[src/rtl/bp_be_pkg.sv]
// Back-end package slice used by the late writeback arbiter.
// Provides:
//   bp_params_e / width helpers : processor configuration and derived widths
//   bp_be_wb_pkt_s              : register-file writeback packet
//   bp_be_late_src_e            : which late source owns a grant
//   late_age_max_gp             : age at which a waiting long result wins
package bp_be_pkg;

    typedef enum logic [0:0] {
        e_bp_default_cfg = 1'b0
    } bp_params_e;

    localparam int unsigned bp_reg_addr_width_gp = 5;
    localparam int unsigned bp_dpath_width_gp    = 66;
    localparam int unsigned bp_fflags_width_gp   = 5;

    function automatic int unsigned bp_reg_addr_width(input bp_params_e cfg);
        case (cfg)
            e_bp_default_cfg: return bp_reg_addr_width_gp;
            default:          return bp_reg_addr_width_gp;
        endcase
    endfunction

    function automatic int unsigned bp_dpath_width(input bp_params_e cfg);
        case (cfg)
            e_bp_default_cfg: return bp_dpath_width_gp;
            default:          return bp_dpath_width_gp;
        endcase
    endfunction

    typedef struct packed {
        logic                                ird_w_v;
        logic                                frd_w_v;
        logic                                late;
        logic                                fflags_w_v;
        logic [bp_reg_addr_width_gp-1:0]     rd_addr;
        logic [bp_dpath_width_gp-1:0]        rd_data;
        logic [bp_fflags_width_gp-1:0]       fflags;
    } bp_be_wb_pkt_s;

    typedef enum logic [0:0] {
        e_late_src_mem  = 1'b0,
        e_late_src_long = 1'b1
    } bp_be_late_src_e;

    localparam logic [1:0] late_age_max_gp = 2'd3;

endpackage

[src/rtl/bp_be_late_wb_arbiter_if.sv]
// Bundle of the late writeback arbiter's source, busy and packet signals.
// Signal names are seen from the arbiter (_i = into arbiter, _o = out of it).
//   slave  : the arbiter side
//   master : the sources / pipeline / register-file side
interface bp_be_late_wb_arbiter_if;
    import bp_be_pkg::*;

    logic                                mem_v_i;
    logic                                mem_ready_and_o;
    logic                                mem_fp_i;
    logic [bp_reg_addr_width_gp-1:0]     mem_rd_i;
    logic [bp_dpath_width_gp-1:0]        mem_data_i;

    logic                                long_v_i;
    logic                                long_ready_and_o;
    logic                                long_fp_i;
    logic [bp_reg_addr_width_gp-1:0]     long_rd_i;
    logic [bp_dpath_width_gp-1:0]        long_data_i;
    logic [bp_fflags_width_gp-1:0]       long_fflags_i;

    logic                                iwb_busy_i;
    logic                                fwb_busy_i;

    bp_be_wb_pkt_s                       iwb_pkt_o;
    bp_be_wb_pkt_s                       fwb_pkt_o;
    logic                                empty_o;

    modport slave (
        input  mem_v_i, mem_fp_i, mem_rd_i, mem_data_i,
        input  long_v_i, long_fp_i, long_rd_i, long_data_i, long_fflags_i,
        input  iwb_busy_i, fwb_busy_i,
        output mem_ready_and_o, long_ready_and_o,
        output iwb_pkt_o, fwb_pkt_o, empty_o
    );

    modport master (
        output mem_v_i, mem_fp_i, mem_rd_i, mem_data_i,
        output long_v_i, long_fp_i, long_rd_i, long_data_i, long_fflags_i,
        output iwb_busy_i, fwb_busy_i,
        input  mem_ready_and_o, long_ready_and_o,
        input  iwb_pkt_o, fwb_pkt_o, empty_o
    );

endinterface

[src/rtl/bp_be_late_wb_slot.sv]
// One-entry holding slot for a late result source.
//   clk_i, reset_i      : clock, async active-high reset
//   v_i / ready_and_o   : source handshake; ready while empty or being granted
//   fp_i, rd_i, data_i, fflags_i : result captured on transfer
//   grant_i             : held result is issued this cycle
//   full_o, fp_o, rd_o, data_o, fflags_o : held result
//   age_o               : cycles held without a grant (saturating), if enabled
module bp_be_late_wb_slot
    import bp_be_pkg::*;
#(
    parameter int unsigned rd_width_p   = 5,
    parameter int unsigned data_width_p = 66,
    parameter bit          age_en_p     = 1'b0
) (
    input  logic                      clk_i,
    input  logic                      reset_i,
    input  logic                      v_i,
    output logic                      ready_and_o,
    input  logic                      fp_i,
    input  logic [rd_width_p-1:0]     rd_i,
    input  logic [data_width_p-1:0]   data_i,
    input  logic [4:0]                fflags_i,
    input  logic                      grant_i,
    output logic                      full_o,
    output logic                      fp_o,
    output logic [rd_width_p-1:0]     rd_o,
    output logic [data_width_p-1:0]   data_o,
    output logic [4:0]                fflags_o,
    output logic [1:0]                age_o
);

    logic                    full_q, full_d;
    logic                    fp_q, fp_d;
    logic [rd_width_p-1:0]   rd_q, rd_d;
    logic [data_width_p-1:0] data_q, data_d;
    logic [4:0]              fflags_q, fflags_d;
    logic [1:0]              age_q, age_d;
    logic                    ready;

    // A granted slot accepts a new result in the same cycle it drains.
    assign ready = ~full_q | grant_i;

    always_comb begin
        full_d   = full_q;
        fp_d     = fp_q;
        rd_d     = rd_q;
        data_d   = data_q;
        fflags_d = fflags_q;
        age_d    = '0;
        if (v_i && ready) begin
            full_d   = 1'b1;
            fp_d     = fp_i;
            rd_d     = rd_i;
            data_d   = data_i;
            fflags_d = fflags_i;
        end else if (grant_i) begin
            full_d   = 1'b0;
        end
        if (age_en_p && full_q && !grant_i) begin
            age_d = (age_q == late_age_max_gp) ? age_q : age_q + 2'd1;
        end
    end

    always_ff @(posedge clk_i or posedge reset_i) begin
        if (reset_i) begin
            full_q   <= 1'b0;
            fp_q     <= 1'b0;
            rd_q     <= '0;
            data_q   <= '0;
            fflags_q <= '0;
            age_q    <= '0;
        end else begin
            full_q   <= full_d;
            fp_q     <= fp_d;
            rd_q     <= rd_d;
            data_q   <= data_d;
            fflags_q <= fflags_d;
            age_q    <= age_d;
        end
    end

    assign ready_and_o = ready;
    assign full_o      = full_q;
    assign fp_o        = fp_q;
    assign rd_o        = rd_q;
    assign data_o      = data_q;
    assign fflags_o    = fflags_q;
    assign age_o       = age_q;

endmodule

[src/rtl/bp_be_late_wb_arbiter.sv]
// Late writeback arbiter: buffers one miss-fill (mem) and one long-latency
// (div/fdiv/fsqrt) result and issues them into idle register-file write
// ports. Integer and FP files are arbitrated independently.
//   clk_i, reset_i : clock, async active-high reset
//   io (slave)     : source handshakes, write-port busy flags,
//                    late integer / FP writeback packets, empty flag
module bp_be_late_wb_arbiter
    import bp_be_pkg::*;
#(
    parameter bp_params_e bp_params_p = e_bp_default_cfg
) (
    input  logic                      clk_i,
    input  logic                      reset_i,
    bp_be_late_wb_arbiter_if.slave    io
);

    localparam int unsigned reg_addr_width_gp = bp_reg_addr_width(bp_params_p);
    localparam int unsigned dpath_width_gp    = bp_dpath_width(bp_params_p);

    logic                         mem_full, mem_fp, mem_grant;
    logic [reg_addr_width_gp-1:0] mem_rd;
    logic [dpath_width_gp-1:0]    mem_data;

    logic                         long_full, long_fp, long_grant;
    logic [reg_addr_width_gp-1:0] long_rd;
    logic [dpath_width_gp-1:0]    long_data;
    logic [4:0]                   long_fflags;
    logic [1:0]                   long_age;

    bp_be_late_wb_slot #(
        .rd_width_p   (reg_addr_width_gp),
        .data_width_p (dpath_width_gp),
        .age_en_p     (1'b0)
    ) mem_slot (
        .clk_i       (clk_i),
        .reset_i     (reset_i),
        .v_i         (io.mem_v_i),
        .ready_and_o (io.mem_ready_and_o),
        .fp_i        (io.mem_fp_i),
        .rd_i        (io.mem_rd_i),
        .data_i      (io.mem_data_i),
        .fflags_i    (5'b0),
        .grant_i     (mem_grant),
        .full_o      (mem_full),
        .fp_o        (mem_fp),
        .rd_o        (mem_rd),
        .data_o      (mem_data),
        .fflags_o    (),
        .age_o       ()
    );

    bp_be_late_wb_slot #(
        .rd_width_p   (reg_addr_width_gp),
        .data_width_p (dpath_width_gp),
        .age_en_p     (1'b1)
    ) long_slot (
        .clk_i       (clk_i),
        .reset_i     (reset_i),
        .v_i         (io.long_v_i),
        .ready_and_o (io.long_ready_and_o),
        .fp_i        (io.long_fp_i),
        .rd_i        (io.long_rd_i),
        .data_i      (io.long_data_i),
        .fflags_i    (io.long_fflags_i),
        .grant_i     (long_grant),
        .full_o      (long_full),
        .fp_o        (long_fp),
        .rd_o        (long_rd),
        .data_o      (long_data),
        .fflags_o    (long_fflags),
        .age_o       (long_age)
    );

    logic            mem_int_c, mem_fp_c, long_int_c, long_fp_c, age_sat;
    logic            iwb_v, fwb_v;
    bp_be_late_src_e iwb_src, fwb_src;

    // mem has priority on contention; a long result that has waited
    // late_age_max_gp cycles takes the port instead so it cannot starve.
    always_comb begin
        mem_int_c  = mem_full  & ~mem_fp;
        mem_fp_c   = mem_full  &  mem_fp;
        long_int_c = long_full & ~long_fp;
        long_fp_c  = long_full &  long_fp;
        age_sat    = (long_age == late_age_max_gp);

        iwb_v   = ~io.iwb_busy_i & (mem_int_c | long_int_c);
        fwb_v   = ~io.fwb_busy_i & (mem_fp_c  | long_fp_c);
        iwb_src = (long_int_c && (!mem_int_c || age_sat)) ? e_late_src_long : e_late_src_mem;
        fwb_src = (long_fp_c  && (!mem_fp_c  || age_sat)) ? e_late_src_long : e_late_src_mem;

        mem_grant  = (iwb_v && iwb_src == e_late_src_mem)  || (fwb_v && fwb_src == e_late_src_mem);
        long_grant = (iwb_v && iwb_src == e_late_src_long) || (fwb_v && fwb_src == e_late_src_long);
    end

    bp_be_wb_pkt_s iwb_pkt, fwb_pkt;

    always_comb begin
        iwb_pkt = '0;
        fwb_pkt = '0;
        if (iwb_v) begin
            iwb_pkt.ird_w_v = 1'b1;
            iwb_pkt.late    = 1'b1;
            iwb_pkt.rd_addr = (iwb_src == e_late_src_long) ? long_rd   : mem_rd;
            iwb_pkt.rd_data = (iwb_src == e_late_src_long) ? long_data : mem_data;
        end
        if (fwb_v) begin
            fwb_pkt.frd_w_v = 1'b1;
            fwb_pkt.late    = 1'b1;
            fwb_pkt.rd_addr = (fwb_src == e_late_src_long) ? long_rd   : mem_rd;
            fwb_pkt.rd_data = (fwb_src == e_late_src_long) ? long_data : mem_data;
            if (fwb_src == e_late_src_long) begin
                fwb_pkt.fflags_w_v = 1'b1;
                fwb_pkt.fflags     = long_fflags;
            end
        end
    end

    assign io.iwb_pkt_o = iwb_pkt;
    assign io.fwb_pkt_o = fwb_pkt;
    assign io.empty_o   = ~mem_full & ~long_full;

endmodule

[src/flat_wrapper.sv]
// flat-port wrapper written by rule: the top's interface ports become plain ports
module bp_be_late_wb_arbiter_flat import bp_be_pkg::*;
#(
    parameter bp_params_e bp_params_p = e_bp_default_cfg
)
  (clk_i, reset_i, io_mem_v_i, io_mem_fp_i, io_mem_rd_i, io_mem_data_i, io_long_v_i, io_long_fp_i, io_long_rd_i, io_long_data_i, io_long_fflags_i, io_iwb_busy_i, io_fwb_busy_i, io_mem_ready_and_o, io_long_ready_and_o, io_iwb_pkt_o, io_fwb_pkt_o, io_empty_o);
  bp_be_late_wb_arbiter_if io_i ();
  input  logic clk_i;
  input  logic reset_i;
  input wire logic [$bits(io_i.mem_v_i)-1:0] io_mem_v_i;
  input wire logic [$bits(io_i.mem_fp_i)-1:0] io_mem_fp_i;
  input wire logic [$bits(io_i.mem_rd_i)-1:0] io_mem_rd_i;
  input wire logic [$bits(io_i.mem_data_i)-1:0] io_mem_data_i;
  input wire logic [$bits(io_i.long_v_i)-1:0] io_long_v_i;
  input wire logic [$bits(io_i.long_fp_i)-1:0] io_long_fp_i;
  input wire logic [$bits(io_i.long_rd_i)-1:0] io_long_rd_i;
  input wire logic [$bits(io_i.long_data_i)-1:0] io_long_data_i;
  input wire logic [$bits(io_i.long_fflags_i)-1:0] io_long_fflags_i;
  input wire logic [$bits(io_i.iwb_busy_i)-1:0] io_iwb_busy_i;
  input wire logic [$bits(io_i.fwb_busy_i)-1:0] io_fwb_busy_i;
  output wire logic [$bits(io_i.mem_ready_and_o)-1:0] io_mem_ready_and_o;
  output wire logic [$bits(io_i.long_ready_and_o)-1:0] io_long_ready_and_o;
  output wire logic [$bits(io_i.iwb_pkt_o)-1:0] io_iwb_pkt_o;
  output wire logic [$bits(io_i.fwb_pkt_o)-1:0] io_fwb_pkt_o;
  output wire logic [$bits(io_i.empty_o)-1:0] io_empty_o;
  assign io_i.mem_v_i = io_mem_v_i;
  assign io_i.mem_fp_i = io_mem_fp_i;
  assign io_i.mem_rd_i = io_mem_rd_i;
  assign io_i.mem_data_i = io_mem_data_i;
  assign io_i.long_v_i = io_long_v_i;
  assign io_i.long_fp_i = io_long_fp_i;
  assign io_i.long_rd_i = io_long_rd_i;
  assign io_i.long_data_i = io_long_data_i;
  assign io_i.long_fflags_i = io_long_fflags_i;
  assign io_i.iwb_busy_i = io_iwb_busy_i;
  assign io_i.fwb_busy_i = io_fwb_busy_i;
  assign io_mem_ready_and_o = io_i.mem_ready_and_o;
  assign io_long_ready_and_o = io_i.long_ready_and_o;
  assign io_iwb_pkt_o = io_i.iwb_pkt_o;
  assign io_fwb_pkt_o = io_i.fwb_pkt_o;
  assign io_empty_o = io_i.empty_o;
  bp_be_late_wb_arbiter #(.bp_params_p(bp_params_p)) u_core (.clk_i(clk_i), .reset_i(reset_i), .io(io_i));
endmodule
[config.mk]
export PLATFORM = sky130hd
export DESIGN_NAME = bp_be_late_wb_arbiter_flat
export DESIGN_NICKNAME = d
export VERILOG_FILES = /design/src/rtl/bp_be_pkg.sv /design/src/rtl/bp_be_late_wb_arbiter_if.sv /design/src/rtl/bp_be_late_wb_slot.sv /design/src/rtl/bp_be_late_wb_arbiter.sv /design/src/flat_wrapper.sv
export SDC_FILE = /design/constraint.sdc
export NUM_CORES = 1
export LEC_CHECK = 0
export ABC_AREA = 1
export CAP_MARGIN = 0
export CORE_UTILIZATION = 43
export DETAILED_ROUTE_END_ITERATION = 7
export HOLD_SLACK_MARGIN = 0.06
export PLACE_DENSITY = 0.82
export SLEW_MARGIN = 20
export SYNTH_ARGS = -nofsm -noshare
export SYNTH_HDL_FRONTEND = slang
export SYNTH_SLANG_ARGS = --single-unit
[constraint.sdc]
create_clock -name clk_i -period 7.1 [get_ports clk_i]
set_input_delay 1.065 -clock clk_i [delete_from_list [all_inputs] [get_ports clk_i]]
set_output_delay 1.065 -clock clk_i [all_outputs]
set_load 0.005 [all_outputs]
* Yosys cells after proc, flatten, opt, wreduce, memory -nomap -nowiden
Cells that the tools add are included.
** Storage, ports and cells
- Bits in registers :: 153
- Input port bits :: 155
- Output and inout bits :: 163
- Word-level logic and storage cells :: 67
** Cells by class
- Add/sub/neg operators :: 1
- Equality and inequality tests :: 2
- Multiplexer cells :: 17
- Bitwise logic cells :: 19
- Reductions and logical operators :: 18
** Operators by type and width (count)
- 66-bit 2-to-1 mux :: 2
- 79-bit 2-to-1 mux :: 1
- 71-bit 2-to-1 mux :: 1
- 5-bit 2-to-1 mux :: 3
- 1-bit logical AND :: 9
- 1-bit 2-to-1 mux :: 8
- 1-bit inverter :: 8
- 1-bit AND :: 7
- 1-bit logical OR :: 4
- 2-bit 2-to-1 mux :: 2
- 1-bit bitwise OR :: 4
- 2-bit nonzero test :: 2
- 1-bit logical NOT :: 3
- 2-bit by 1-bit adder with 2-bit output (second input constant) :: 1
- 2-bit equality test (second input constant) :: 1
- 2-bit inequality test (second input constant) :: 1

* Longest topological paths before layout
Gate-level depths: netlist of the first run.
- Depth after elaboration :: 12
- Depth in mapped cells :: 10
- Mapped depth without buffers :: 9

* Hierarchy
Synthesis of the first run repeated with hierarchy kept, for this count alone.
** Second synthesis, totals
- Cell total of the unflattened synthesis :: 1235
- Area total of the unflattened synthesis :: 9039.9 um2
** Modules (own cells, without submodules)
- bp_be_late_wb_slot (u_core.long_slot) :: times used 1, cells an instance 350, area an instance 3181.8 um2, sequential area each 2001.9 um2
- bp_be_late_wb_slot (u_core.mem_slot) :: times used 1, cells an instance 342, area an instance 3108.0 um2, sequential area each 1951.9 um2
- bp_be_late_wb_arbiter :: times used 1, cells an instance 543, area an instance 2750.1 um2, sequential area each 0.0 um2

* Worst setup path before layout of the first run
No wires, ideal clock.
- Path type :: input-to-output
- Start :: in io_fwb_busy_i
- End :: out io_fwb_pkt_o[42]
- Arrival :: 1865 ps
- Data required time :: 6035 ps
- Setup slack :: 4170 ps
- Stages on the path :: 4
- Buffers on the path :: 2
- Path through :: nand3b_1 -> buf_2 -> buf_1 -> o22ai_1
** Between the ends
- Cells in the longest elaborated chain, start to end :: 3
** RTL lines
- from (decl) :: RTL line flat_wrapper.sv:20 : input wire logic [$bits(io_i.fwb_busy_i)-1:0] io_fwb_busy_i;
- 1-bit inverter :: RTL line bp_be_late_wb_arbiter.sv:88 : fwb_v = ~io.fwb_busy_i & (mem_fp_c | long_fp_c);
- 1-bit AND :: RTL line bp_be_late_wb_arbiter.sv:88
- 79-bit 2-to-1 mux :: RTL line bp_be_late_wb_arbiter.sv:107 : if (fwb_v) begin
- to (decl) :: RTL line flat_wrapper.sv:24 : output wire logic [$bits(io_i.fwb_pkt_o)-1:0] io_fwb_pkt_o;
Every way passes these cells.

* Worst setup path after layout of the first run
- Start :: in io_iwb_busy_i
- End :: out io_long_ready_and_o
** Between the ends
- Cells in the longest elaborated chain, start to end :: 5
** RTL lines
- from (decl) :: RTL line flat_wrapper.sv:19 : input wire logic [$bits(io_i.iwb_busy_i)-1:0] io_iwb_busy_i;
- 1-bit inverter :: RTL line bp_be_late_wb_arbiter.sv:87 : iwb_v = ~io.iwb_busy_i & (mem_int_c | long_int_c);
- 1-bit AND :: RTL line bp_be_late_wb_arbiter.sv:87
- 1-bit logical AND :: RTL line bp_be_late_wb_arbiter.sv:93 : long_grant = (iwb_v && iwb_src == e_late_src_long) || (fwb_v && fwb_src == e_late_src_long);
- 1-bit logical OR :: RTL line bp_be_late_wb_arbiter.sv:93
- 1-bit bitwise OR :: RTL line bp_be_late_wb_slot.sv:41 : assign ready = ~full_q | grant_i;
- to (decl) :: RTL line flat_wrapper.sv:22 : output wire logic [$bits(io_i.long_ready_and_o)-1:0] io_long_ready_and_o;
Every way passes these cells.

==> impl_metrics.prom, run 1 <==
# TYPE chip_impl_metric gauge
chip_impl_metric{name="clock_skew",unit="ns"} 0.0113
chip_impl_metric{name="layout.cell_area.non_filler",unit="um2"} 11400
chip_impl_metric{name="drt-initial-drc-count",unit=""} 585
chip_impl_metric{name="cp_max_fo",unit=""} 39
chip_impl_metric{name="cp_slowest_stage_delay",unit="ns"} 0.62
chip_impl_metric{name="die_h",unit="um"} 137
chip_impl_metric{name="ys_seq_area_share",unit="%"} 49.2
chip_impl_metric{name="final_core_util",unit="%"} 65.4
chip_impl_metric{name="tightest_slew",unit="ns"} 0.946
chip_impl_metric{name="wl_per_cell",unit="um"} 16.5
chip_impl_metric{name="crit_arrival",unit="ns"} 3.84
chip_impl_metric{name="cts_buffers",unit=""} 17
chip_impl_metric{name="cts_num_sinks",unit=""} 153
chip_impl_info{name="hold_end",value="u_core.mem_slot.data_o[56]"} 1
chip_impl_info{name="leading_cell_types_in_the_layout_fill_and_taps_excluded",value="307 x sky130_fd_sc_hd__nand2_1, 307 x sky130_fd_sc_hd__clkdlybuf4s50_1, 153 x sky130_fd_sc_hd__dfrtp_1"} 1
chip_impl_metric{name="clkSlewWorstSetupHoldPaths",unit="ns"} 0.06
chip_impl_metric{name="synth_seq_cells",unit=""} 153
chip_impl_metric{name="detail_route.wirelength",unit="mm"} 25.0
chip_impl_metric{name="max_freq",unit="MHz"} 204
chip_impl_info{name="rr_endpoint",value="u_core.mem_slot.data_o[41]"} 1
chip_impl_metric{name="r2r_setup_slack",unit="ns"} 2.79
chip_impl_info{name="critical_path.reg2reg.startpoint",value="u_core.long_slot.age_o[0]"} 1
chip_impl_info{name="status",value="finished clean"} 1
chip_impl_metric{name="dr.pass1.iters",unit=""} 5
chip_impl_metric{name="final_net_count",unit=""} 1433
chip_impl_metric{name="drive_above_1_share",unit="%"} 4.27
chip_impl_metric{name="power_per_cell_area",unit="nW/um2"} 430
chip_impl_metric{name="initial_utilization",unit="%"} 44.5
chip_impl_metric{name="globalRoute.totalOverflow",unit=""} 0
chip_impl_metric{name="io_pins",unit=""} 318
chip_impl_metric{name="fp.dieW",unit="um"} 137
chip_impl_metric{name="synth_edf_count",unit=""} 0
chip_impl_metric{name="yosys.cell_types.count",unit=""} 23
chip_impl_metric{name="final_period_minus_worst_setup_slack",unit="ns"} 4.91
chip_impl_metric{name="postPlaceCellArea",unit="um2"} 10800
chip_impl_metric{name="slew_violations",unit=""} 0
chip_impl_metric{name="synthesis.area_per_instance",unit="um2"} 7.63
chip_impl_metric{name="count_of_max_cap_constraint_violations",unit=""} 0
chip_impl_metric{name="worst_ep_required_time",unit="ns"} 6.03
chip_impl_metric{name="post_syn_instances",unit=""} 1020
chip_impl_metric{name="area_delta_synth_final",unit="%"} 46.8
chip_impl_metric{name="grt_util_all_layers",unit="%"} 27.1
chip_impl_metric{name="detail_placement_hpwl",unit="mm"} 16.8
chip_impl_metric{name="setup_viol",unit=""} 0
chip_impl_metric{name="gp_congestion",unit=""} 0.858
chip_impl_info{name="unrepaired_setup_endpoints_after_global_routing",value="false"} 1
chip_impl_info{name="worst-setup-path-type",value="input port to output pin"} 1
chip_impl_metric{name="period_utilization_post_route",unit="%"} 69.2
chip_impl_metric{name="global_route_wire_length_before_repair",unit="mm"} 38.5
chip_impl_info{name="path_cells",value="clkdlybuf4s50_1 > inv_1 > nand3_2 > buf_4 > nand3_4 > clkdlybuf4s50_1"} 1
chip_impl_metric{name="cts-hold-fix-buffers",unit=""} 0
chip_impl_metric{name="path_depth_of_the_worst_reg2reg_path",unit=""} 12
chip_impl_metric{name="rows",unit=""} 48
chip_impl_metric{name="antenna_left",unit=""} 0
chip_impl_metric{name="ys_warn_count",unit=""} 0
chip_impl_metric{name="h_tree_levels",unit=""} 4
chip_impl_info{name="ys_dominant_reg_cell",value="sky130_fd_sc_hd__dfrtp_1"} 1
chip_impl_metric{name="drc_violations_left",unit=""} 0
chip_impl_metric{name="synthesis.area",unit="um2"} 7780
chip_impl_metric{name="core-area",unit="um2"} 17500
chip_impl_metric{name="dr_total_vias",unit=""} 7971
chip_impl_info{name="critical_path.startpoint_type",value="input port"} 1
chip_impl_info{name="crit_path_top_delay_cell",value="sky130_fd_sc_hd__clkdlybuf4s50_1"} 1
chip_impl_info{name="cts_tree",value="built"} 1
chip_impl_metric{name="hold_violations",unit=""} 0
chip_impl_metric{name="vias_per_cell",unit=""} 5.26
chip_impl_metric{name="timing.setup.tns",unit="ns"} 0
chip_impl_metric{name="post_cts_buffers",unit=""} 0
chip_impl_metric{name="die_area",unit="um2"} 18600
chip_impl_info{name="worstHoldPathType",value="register to register"} 1
chip_impl_metric{name="maximum_count_of_clock_buffers_along_a_single_path",unit=""} 2
chip_impl_metric{name="grt_antenna_before_repair",unit=""} 1
chip_impl_metric{name="ctsResizeCount",unit=""} 0
chip_impl_metric{name="relSlewSlack",unit="%"} 36.9
chip_impl_info{name="cp-end-kind",value="output pin"} 1
chip_impl_metric{name="io_buffer_count",unit=""} 309
chip_impl_metric{name="first_global_vias",unit=""} 7535
chip_impl_info{name="origin_of_the_worst_min_delay_path",value="u_core.mem_slot.data_o[56]"} 1
chip_impl_metric{name="clock_latency",unit="ns"} 0.42
chip_impl_metric{name="irDropWorstVdd",unit="V"} 0.000224
chip_impl_metric{name="pin_count_of_the_biggest_net_entering_global_routing",unit=""} 86
chip_impl_metric{name="holdPathStages",unit=""} 2
chip_impl_metric{name="postSynth.asyncResetShare",unit="%"} 100
chip_impl_info{name="crit_top_cell",value="sky130_fd_sc_hd__clkdlybuf4s50_1"} 1
chip_impl_metric{name="power_leakage",unit="nW"} 5.52
chip_impl_info{name="clock_root_buffer",value="sky130_fd_sc_hd__clkbuf_16"} 1
## power breakdown
| group | leakage, nW | total [W] | switching (W) | internal [W] |
|---|---|---|---|---|
| clock network | 0.273 | 0.000890 | 0.000359 | 0.000531 |
| registers | 1.89 | 0.00153 | 0.000237 | 0.00130 |
| logic | 3.36 | 0.00250 | 0.00137 | 0.00112 |
| total | 5.52 | 0.00492 | 0.00197 | 0.00295 |
## how the worst max path moves through the flow
| stage | startpoint | end | depth (start not counted) |
|---|---|---|---|
| CTS | io_iwb_busy_i | io_long_ready_and_o | 6 |
| finish | io_iwb_busy_i | io_long_ready_and_o | 6 |
| global placement | io_iwb_busy_i | io_long_ready_and_o | 6 |
| detailed placement | io_iwb_busy_i | io_long_ready_and_o | 6 |
| global route | io_iwb_busy_i | io_long_ready_and_o | 6 |
| floorplan | reset_i | u_core.long_slot.age_o[0] | 1 |
## synth_stat cells (3+ instances only)
master	n	area [um2]
sky130_fd_sc_hd__buf_1	14	52.6
sky130_fd_sc_hd__buf_2	10	50.1
sky130_fd_sc_hd__buf_4	21	158
sky130_fd_sc_hd__clkbuf_1	43	161
sky130_fd_sc_hd__dfrtp_1	153	3830
sky130_fd_sc_hd__inv_1	153	574
sky130_fd_sc_hd__nand2_1	307	1150
sky130_fd_sc_hd__nand2_2	3	18.8
sky130_fd_sc_hd__nand3_1	151	756
sky130_fd_sc_hd__nand3_2	4	40.0
sky130_fd_sc_hd__nor2_1	8	30.0
sky130_fd_sc_hd__o22ai_1	142	888
## state kept, by name, indices dropped and copies added, names as in the netlist
name,cells
u_core.long_slot.full_o,1
u_core.mem_slot.data_o,66
u_core.mem_slot.rd_o,5
u_core.long_slot.fflags_o,5
u_core.mem_slot.fp_o,1
u_core.long_slot.fp_o,1
u_core.mem_slot.full_o,1
u_core.long_slot.age_o,2
u_core.long_slot.data_o,66
u_core.long_slot.rd_o,5
## worst max-delay path, delay by kind of cell
kind          cells  cell delay [ns]
simple gates      2             1.04
buf+inv           4             1.70
## final cells by class
| cell class | instances | area, um2 |
|---|---|---|
| Fill cell | 1475 | 6050 |
| Sequential cell | 153 | 3830 |
| Timing Repair Buffer | 320 | 3170 |
| Multi-Input combinational cell | 630 | 2980 |
| Tap cell | 225 | 282 |
| Inverter | 155 | 587 |
| Clock inverter | 12 | 126 |
| Clock buffer | 19 | 453 |
| Antenna cell | 1 | 2.50 |
## routing by layer
layer	GRT usage, %	share of wire, %	up-vias
met5	0	0	-
met4	13.4	3.9	0
met3	5.19	6.7	63
met2	45.2	48	346
met1	33.5	41	3759
li1	-	-	3803
## per-stage QoR
step / cells / setup slack [ns] / hold slack (ns) / total power [W]
2_1_floorplan: 1027 / 1.91 / 0.442 / 0.00290
3_3_place_gp: 1483 / 2.29 / 0.454 / 0.00396
3_5_place_dp: 1483 / 2.20 / 0.458 / 0.00403
4_1_cts: 1514 / 2.21 / 0.473 / 0.00494
5_1_grt: 1515 / 2.02 / 0.486 / 0.00528
6_report: 1515 / 2.19 / 0.471 / 0.00492
## cell families after synthesis
family                     synth area share, %
AOI/OAI and AO/OA                         11.7
xor gates and xnor gates                 0.113
adders and majority gates                0.161
buffers and inverters                     13.0
DFF                                       49.2
other                                   0.0482
and+or+nand+nor                           25.8
Note: power is estimated with default switching activity, not from simulation.
==> run 2: changes to the inputs <==
Clock period 7.1 ns to 4.9 ns, I/O delays scaled along.
==> impl_metrics.prom, run 2 (synthesis results as in run 1) <==
# TYPE chip_impl_metric gauge
chip_impl_info{name="worstHoldPathType",value="register to register"} 1
chip_impl_metric{name="dr.pass1.iters",unit=""} 5
chip_impl_metric{name="timing.setup.tns",unit="ns"} 0
chip_impl_metric{name="h_tree_levels",unit=""} 4
chip_impl_info{name="clock_root_buffer",value="sky130_fd_sc_hd__clkbuf_16"} 1
chip_impl_info{name="unrepaired_setup_endpoints_after_global_routing",value="false"} 1
chip_impl_metric{name="detail_route.wirelength",unit="mm"} 26.3
chip_impl_info{name="critical_path.startpoint_type",value="register"} 1
chip_impl_metric{name="cts_num_sinks",unit=""} 153
chip_impl_info{name="leading_cell_types_in_the_layout_fill_and_taps_excluded",value="307 x sky130_fd_sc_hd__nand2_1, 307 x sky130_fd_sc_hd__clkdlybuf4s50_1, 153 x sky130_fd_sc_hd__dfrtp_1"} 1
chip_impl_metric{name="pin_count_of_the_biggest_net_entering_global_routing",unit=""} 88
chip_impl_metric{name="fp.dieW",unit="um"} 137
chip_impl_metric{name="die_area",unit="um2"} 18600
chip_impl_metric{name="clock_skew",unit="ns"} 0.0125
chip_impl_metric{name="clkSlewWorstSetupHoldPaths",unit="ns"} 0.06
chip_impl_metric{name="post_cts_buffers",unit=""} 0
chip_impl_metric{name="core-area",unit="um2"} 17500
chip_impl_metric{name="ctsResizeCount",unit=""} 0
chip_impl_metric{name="maximum_count_of_clock_buffers_along_a_single_path",unit=""} 2
chip_impl_metric{name="detail_placement_hpwl",unit="mm"} 18.0
chip_impl_metric{name="slew_violations",unit=""} 0
chip_impl_metric{name="dr_total_vias",unit=""} 8016
chip_impl_info{name="worst-setup-path-type",value="register to output pin"} 1
chip_impl_info{name="status",value="finished clean"} 1
chip_impl_metric{name="vias_per_cell",unit=""} 5.27
chip_impl_metric{name="worst_ep_required_time",unit="ns"} 4.16
chip_impl_info{name="cp-end-kind",value="output pin"} 1
chip_impl_metric{name="wl_per_cell",unit="um"} 17.3
chip_impl_metric{name="grt_antenna_before_repair",unit=""} 2
chip_impl_metric{name="io_buffer_count",unit=""} 309
chip_impl_metric{name="initial_utilization",unit="%"} 44.5
chip_impl_metric{name="final_net_count",unit=""} 1438
chip_impl_metric{name="drt-initial-drc-count",unit=""} 508
chip_impl_metric{name="max_freq",unit="MHz"} 259
chip_impl_metric{name="tightest_slew",unit="ns"} 0.907
chip_impl_metric{name="gp_congestion",unit=""} 0.856
chip_impl_metric{name="final_period_minus_worst_setup_slack",unit="ns"} 3.87
chip_impl_metric{name="drc_violations_left",unit=""} 0
chip_impl_metric{name="cts_buffers",unit=""} 17
chip_impl_metric{name="area_delta_synth_final",unit="%"} 48.5
chip_impl_metric{name="count_of_max_cap_constraint_violations",unit=""} 0
chip_impl_metric{name="power_per_cell_area",unit="nW/um2"} 637
chip_impl_metric{name="setup_viol",unit=""} 0
chip_impl_metric{name="hold_violations",unit=""} 0
chip_impl_metric{name="relSlewSlack",unit="%"} 39.4
chip_impl_metric{name="io_pins",unit=""} 318
chip_impl_metric{name="globalRoute.totalOverflow",unit=""} 0
chip_impl_metric{name="fillers",unit=""} 1496
chip_impl_metric{name="first_global_vias",unit=""} 7926
chip_impl_metric{name="rows",unit=""} 48
chip_impl_metric{name="global_route_wire_length_before_repair",unit="mm"} 40.4
chip_impl_metric{name="power_leakage",unit="nW"} 5.58
chip_impl_metric{name="cts-hold-fix-buffers",unit=""} 0
chip_impl_metric{name="period_utilization_post_route",unit="%"} 78.9
chip_impl_metric{name="clock_latency",unit="ns"} 0.42
chip_impl_metric{name="grt_util_all_layers",unit="%"} 28.3
chip_impl_metric{name="antenna_left",unit=""} 0
chip_impl_info{name="cts_tree",value="built"} 1
chip_impl_metric{name="crit_arrival",unit="ns"} 3.13
chip_impl_metric{name="irDropWorstVdd",unit="V"} 0.000329
chip_impl_metric{name="final_core_util",unit="%"} 66.1
chip_impl_metric{name="drive_above_1_share",unit="%"} 4.48
chip_impl_metric{name="cp_max_fo",unit=""} 53
chip_impl_metric{name="die_h",unit="um"} 137
run 2: cell types whose count changed in the layout (fill, tap and decap cells not counted):
cell,delta
sky130_fd_sc_hd__buf_4,+4
sky130_fd_sc_hd__buf_12,+1
sky130_fd_sc_hd__bufinv_16,+3
sky130_fd_sc_hd__diode_2,+1
sky130_fd_sc_hd__clkbuf_1,+2
sky130_fd_sc_hd__inv_6,+1
sky130_fd_sc_hd__clkinvlp_4,-3
sky130_fd_sc_hd__clkinv_4,+1
sky130_fd_sc_hd__clkinv_2,-4
run 2: layout make-up:
type                       count  area, um2  share of cell area, %
antenna                        2       5.00                 0.0433
clock buffer                  21        460                   3.99
multi-input combinational    630       2980                   25.8
sequential                   153       3830                   33.1
tap                          225        282                   2.44
clock inverter                10        191                   1.66
inverter                     155        587                   5.08
timing repair buffer         325       3220                   27.8
run 2: path summary, 6_finish.rpt:
check                                            start                           to  slack (ns)  cells after the start
min reg2reg                u_core.long_slot.data_o[50]  u_core.long_slot.data_o[50]        0.47                      2
min in group asynchronous                      reset_i     u_core.long_slot.rd_o[1]        0.82                      2
max                          u_core.long_slot.age_o[0]             io_iwb_pkt_o[60]        1.03                      8
max in group asynchronous                      reset_i  u_core.long_slot.data_o[43]        3.05                      3
min                        u_core.long_slot.data_o[50]  u_core.long_slot.data_o[50]        0.47                      2
max reg2reg                  u_core.long_slot.age_o[0]     u_core.long_slot.rd_o[3]        1.71                     10
run 2: routing by layer:
metal / part of all wire [%] / global-route usage (%) / vias to the layer above
li1: - / - / 3815
met1: 40 / 34.1 / 3801
met2: 50 / 47.9 / 340
met3: 7.2 / 6.48 / 60
met4: 3.7 / 13.5 / 0
met5: 0 / 0 / -
run 2: per-stage QoR:
step | area (um2) | setup slack, ns | power (W) | hold WS (ns) | cells
final | 11600 | 1.03 | 0.00736 | 0.468 | 1521
after global placement | 10900 | 1.28 | 0.00579 | 0.454 | 1488
after CTS | 11500 | 1.06 | 0.00739 | 0.473 | 1519
after floorplan | 7810 | 0.0436 | 0.00421 | 0.442 | 1027
after detailed placement | 10900 | 1.14 | 0.00591 | 0.458 | 1488
after global routing | 11600 | 0.896 | 0.00788 | 0.489 | 1521
run 2: power by group:
group	internal (W)	switching [W]	leakage [nW]
Combinational	0.00164	0.00202	3.39
Clock	0.000933	0.000525	0.310
Sequential	0.00188	0.000353	1.89
run 2: critical path, stage by stage, from the launching register on:
cell                              delay (ns)
sky130_fd_sc_hd__dfrtp_1                0.40
sky130_fd_sc_hd__ha_1                   0.24
sky130_fd_sc_hd__inv_1                  0.10
sky130_fd_sc_hd__nand3_1                0.12
sky130_fd_sc_hd__nand2_1                0.10
sky130_fd_sc_hd__nand3_2                0.41
sky130_fd_sc_hd__buf_4                  0.48
sky130_fd_sc_hd__o22ai_1                0.25
sky130_fd_sc_hd__clkdlybuf4s50_1        0.55
==> run 3: changes to the inputs <==
Settings changed: CORE_UTILIZATION 43 to 40, PLACE_DENSITY 0.82 to 0.8.
Clock period 4.9 ns to 3.4 ns, I/O delays scaled along.
==> impl_metrics.prom, run 3 (synthesis results as in run 1) <==
# TYPE chip_impl_metric gauge
chip_impl_metric{name="final_net_count",unit=""} 1442
chip_impl_metric{name="combinationalPowerShare",unit="%"} 52.0
chip_impl_metric{name="place_inst",unit=""} 1527
chip_impl_info{name="unrepaired_setup_endpoints_after_global_routing",value="false"} 1
chip_impl_metric{name="dr_total_vias",unit=""} 7997
chip_impl_metric{name="wl_per_cell",unit="um"} 16.5
chip_impl_metric{name="grt_antenna_before_repair",unit=""} 1
chip_impl_metric{name="grt_util_all_layers",unit="%"} 26.2
chip_impl_info{name="critical_path.reg2reg.startpoint",value="u_core.long_slot.age_o[0]"} 1
chip_impl_metric{name="setup_slack",unit="ns"} 0.251
chip_impl_info{name="worstHoldPathType",value="register to register"} 1
chip_impl_metric{name="ff_latch_area",unit="um2"} 3830
chip_impl_metric{name="cp_max_fo",unit=""} 37
chip_impl_metric{name="gp_congestion",unit=""} 0.857
chip_impl_metric{name="h_tree_levels",unit=""} 4
chip_impl_metric{name="slew_violations",unit=""} 0
chip_impl_metric{name="io_buffer_count",unit=""} 309
chip_impl_metric{name="tightest_slew",unit="ns"} 0.886
chip_impl_info{name="worst-setup-path-type",value="register to output pin"} 1
chip_impl_metric{name="area_delta_synth_final",unit="%"} 48.9
chip_impl_metric{name="global_route_wire_length_before_repair",unit="mm"} 40.9
chip_impl_metric{name="clock_skew",unit="ns"} 0.00757
chip_impl_metric{name="switching_power",unit="W"} 0.00415
chip_impl_metric{name="power_per_cell_area",unit="nW/um2"} 891
chip_impl_metric{name="fillers",unit=""} 1703
chip_impl_info{name="crit_path_top_delay_cell",value="sky130_fd_sc_hd__clkdlybuf4s50_1"} 1
chip_impl_metric{name="initial_utilization",unit="%"} 41.2
chip_impl_metric{name="count_of_max_cap_constraint_violations",unit=""} 0
chip_impl_metric{name="pin_count_of_the_biggest_net_entering_global_routing",unit=""} 81
chip_impl_metric{name="final_period_minus_worst_setup_slack",unit="ns"} 3.15
chip_impl_metric{name="clock_latency",unit="ns"} 0.41
chip_impl_metric{name="first_global_vias",unit=""} 7862
chip_impl_metric{name="power.switching_fraction",unit="%"} 40.2
chip_impl_metric{name="cts_num_sinks",unit=""} 153
chip_impl_metric{name="share_seq_of_total_power",unit="%"} 31.2
chip_impl_metric{name="max_freq",unit="MHz"} 318
chip_impl_metric{name="p_int",unit="W"} 0.00618
chip_impl_info{name="critical_path.startpoint_type",value="register"} 1
chip_impl_metric{name="drt-initial-drc-count",unit=""} 562
chip_impl_metric{name="vias_per_cell",unit=""} 5.13
chip_impl_metric{name="detail_route.wirelength",unit="mm"} 25.7
chip_impl_metric{name="cp_slowest_stage_delay",unit="ns"} 0.56
chip_impl_metric{name="clkSlewWorstSetupHoldPaths",unit="ns"} 0.06
chip_impl_metric{name="power.share.clock",unit="%"} 16.8
chip_impl_metric{name="die_h",unit="um"} 141
chip_impl_metric{name="dpl_worst_slack",unit="ns"} 0.361
chip_impl_metric{name="irDropWorstVdd",unit="V"} 0.000458
chip_impl_metric{name="worst_ep_required_time",unit="ns"} 2.89
chip_impl_metric{name="die_area",unit="um2"} 20000
chip_impl_info{name="origin_of_the_worst_min_delay_path",value="u_core.mem_slot.data_o[3]"} 1
chip_impl_metric{name="timing.setup.tns",unit="ns"} 0
chip_impl_metric{name="rows",unit=""} 50
chip_impl_metric{name="antenna_left",unit=""} 0
chip_impl_metric{name="crit_arrival",unit="ns"} 2.64
chip_impl_info{name="cp-end-kind",value="output pin"} 1
chip_impl_metric{name="setup_viol",unit=""} 0
chip_impl_metric{name="globalRoute.totalOverflow",unit=""} 0
chip_impl_info{name="path_cells",value="ha_1 > inv_1 > nand3_1 > nand3_4 > buf_12 > o22ai_1 > clkdlybuf4s50_1"} 1
chip_impl_info{name="leading_cell_types_in_the_layout_fill_and_taps_excluded",value="307 x sky130_fd_sc_hd__nand2_1, 307 x sky130_fd_sc_hd__clkdlybuf4s50_1, 153 x sky130_fd_sc_hd__dfrtp_1"} 1
chip_impl_metric{name="cts_buffers",unit=""} 17
chip_impl_metric{name="core-area",unit="um2"} 18900
chip_impl_metric{name="power_leakage",unit="nW"} 5.57
chip_impl_metric{name="relSlewSlack",unit="%"} 40.9
chip_impl_info{name="clock_root_buffer",value="sky130_fd_sc_hd__clkbuf_16"} 1
chip_impl_info{name="status",value="finished clean"} 1
chip_impl_metric{name="drc_violations_left",unit=""} 0
chip_impl_metric{name="hold_violations",unit=""} 0
chip_impl_metric{name="detail_placement_hpwl",unit="mm"} 17.5
chip_impl_metric{name="multi_input_comb_area",unit="um2"} 2990
chip_impl_metric{name="dr.pass1.iters",unit=""} 5
chip_impl_metric{name="fin_cells",unit=""} 1559
chip_impl_metric{name="io_pins",unit=""} 318
chip_impl_info{name="critPathLaunch",value="u_core.long_slot.age_o[0]"} 1
chip_impl_metric{name="cts-hold-fix-buffers",unit=""} 0
chip_impl_info{name="cts_tree",value="built"} 1
chip_impl_metric{name="period_utilization_post_route",unit="%"} 92.6
chip_impl_metric{name="fp.dieW",unit="um"} 141
chip_impl_metric{name="drive_above_1_share",unit="%"} 4.55
chip_impl_metric{name="maximum_count_of_clock_buffers_along_a_single_path",unit=""} 2
run 3: power by group through the flow:
stage	sequential, W	combinational (W)	clock, W
after floorplan	0.00308	0.00298	0
after global placement	0.00319	0.00522	0
after detailed placement	0.00321	0.00535	0
after CTS	0.00321	0.00538	0.00177
after global routing	0.00332	0.00594	0.00186
final	0.00322	0.00537	0.00174
run 3: cell type report:
| type | count | area share, % |
|---|---|---|
| diodes | 1 | 0.0216 |
| clock buffers | 23 | 3.95 |
| clock inverters | 8 | 0.637 |
| inverters | 155 | 5.05 |
| multi-input cells | 630 | 25.8 |
| flip-flops and latches | 153 | 33.0 |
| well taps | 260 | 2.81 |
| repair buffers | 329 | 28.7 |
run 3: worst paths after layout:
kind	endpoint	slack (ns)	depth (start not counted)
worst min register to register	u_core.mem_slot.data_o[3]	0.47	2
worst max register to register	u_core.long_slot.data_o[31]	0.77	10
max in group asynchronous	u_core.mem_slot.data_o[16]	2.42	3
worst max-delay path	io_iwb_pkt_o[60]	0.25	7
worst min-delay path	u_core.mem_slot.data_o[3]	0.47	2
min in group asynchronous	u_core.long_slot.data_o[58]	0.57	3
run 3: layer usage:
| metal | up-vias | wire length (um) | track usage, % |
|---|---|---|---|
| li1 | 3821 | - | - |
| met1 | 3721 | 10200 | 32.6 |
| met2 | 388 | 12600 | 44.1 |
| met3 | 67 | 2000 | 4.56 |
| met4 | 0 | 980 | 13.0 |
| met5 | - | 0 | 0 |
run 3: critical path, delay by kind of cell, from the launching register on:
kind,cells,cell delay (ns)
adders and majority gates,1,0.22
DFF,1,0.38
and+or+nand+nor,2,0.41
AOI/OAI and AO/OA,1,0.28
buffers and inverters,3,0.91
run 3: through the flow:
stage          power, W  util (%)  hold WS (ns)  instance area (um2)
5_1_grt          0.0111      61.3         0.491                11600
3_3_place_gp    0.00841      58.5         0.453                11000
6_report         0.0103      61.3         0.470                11600
2_1_floorplan   0.00606         -         0.442                 7810
4_1_cts          0.0104      61.3         0.472                11600
3_5_place_dp    0.00856      58.5         0.458                11000
run 3: what timing repair did:
item	CTS	global route
setup endpoints to repair	0	1
resized for setup	0	1
setup buffers	0	0
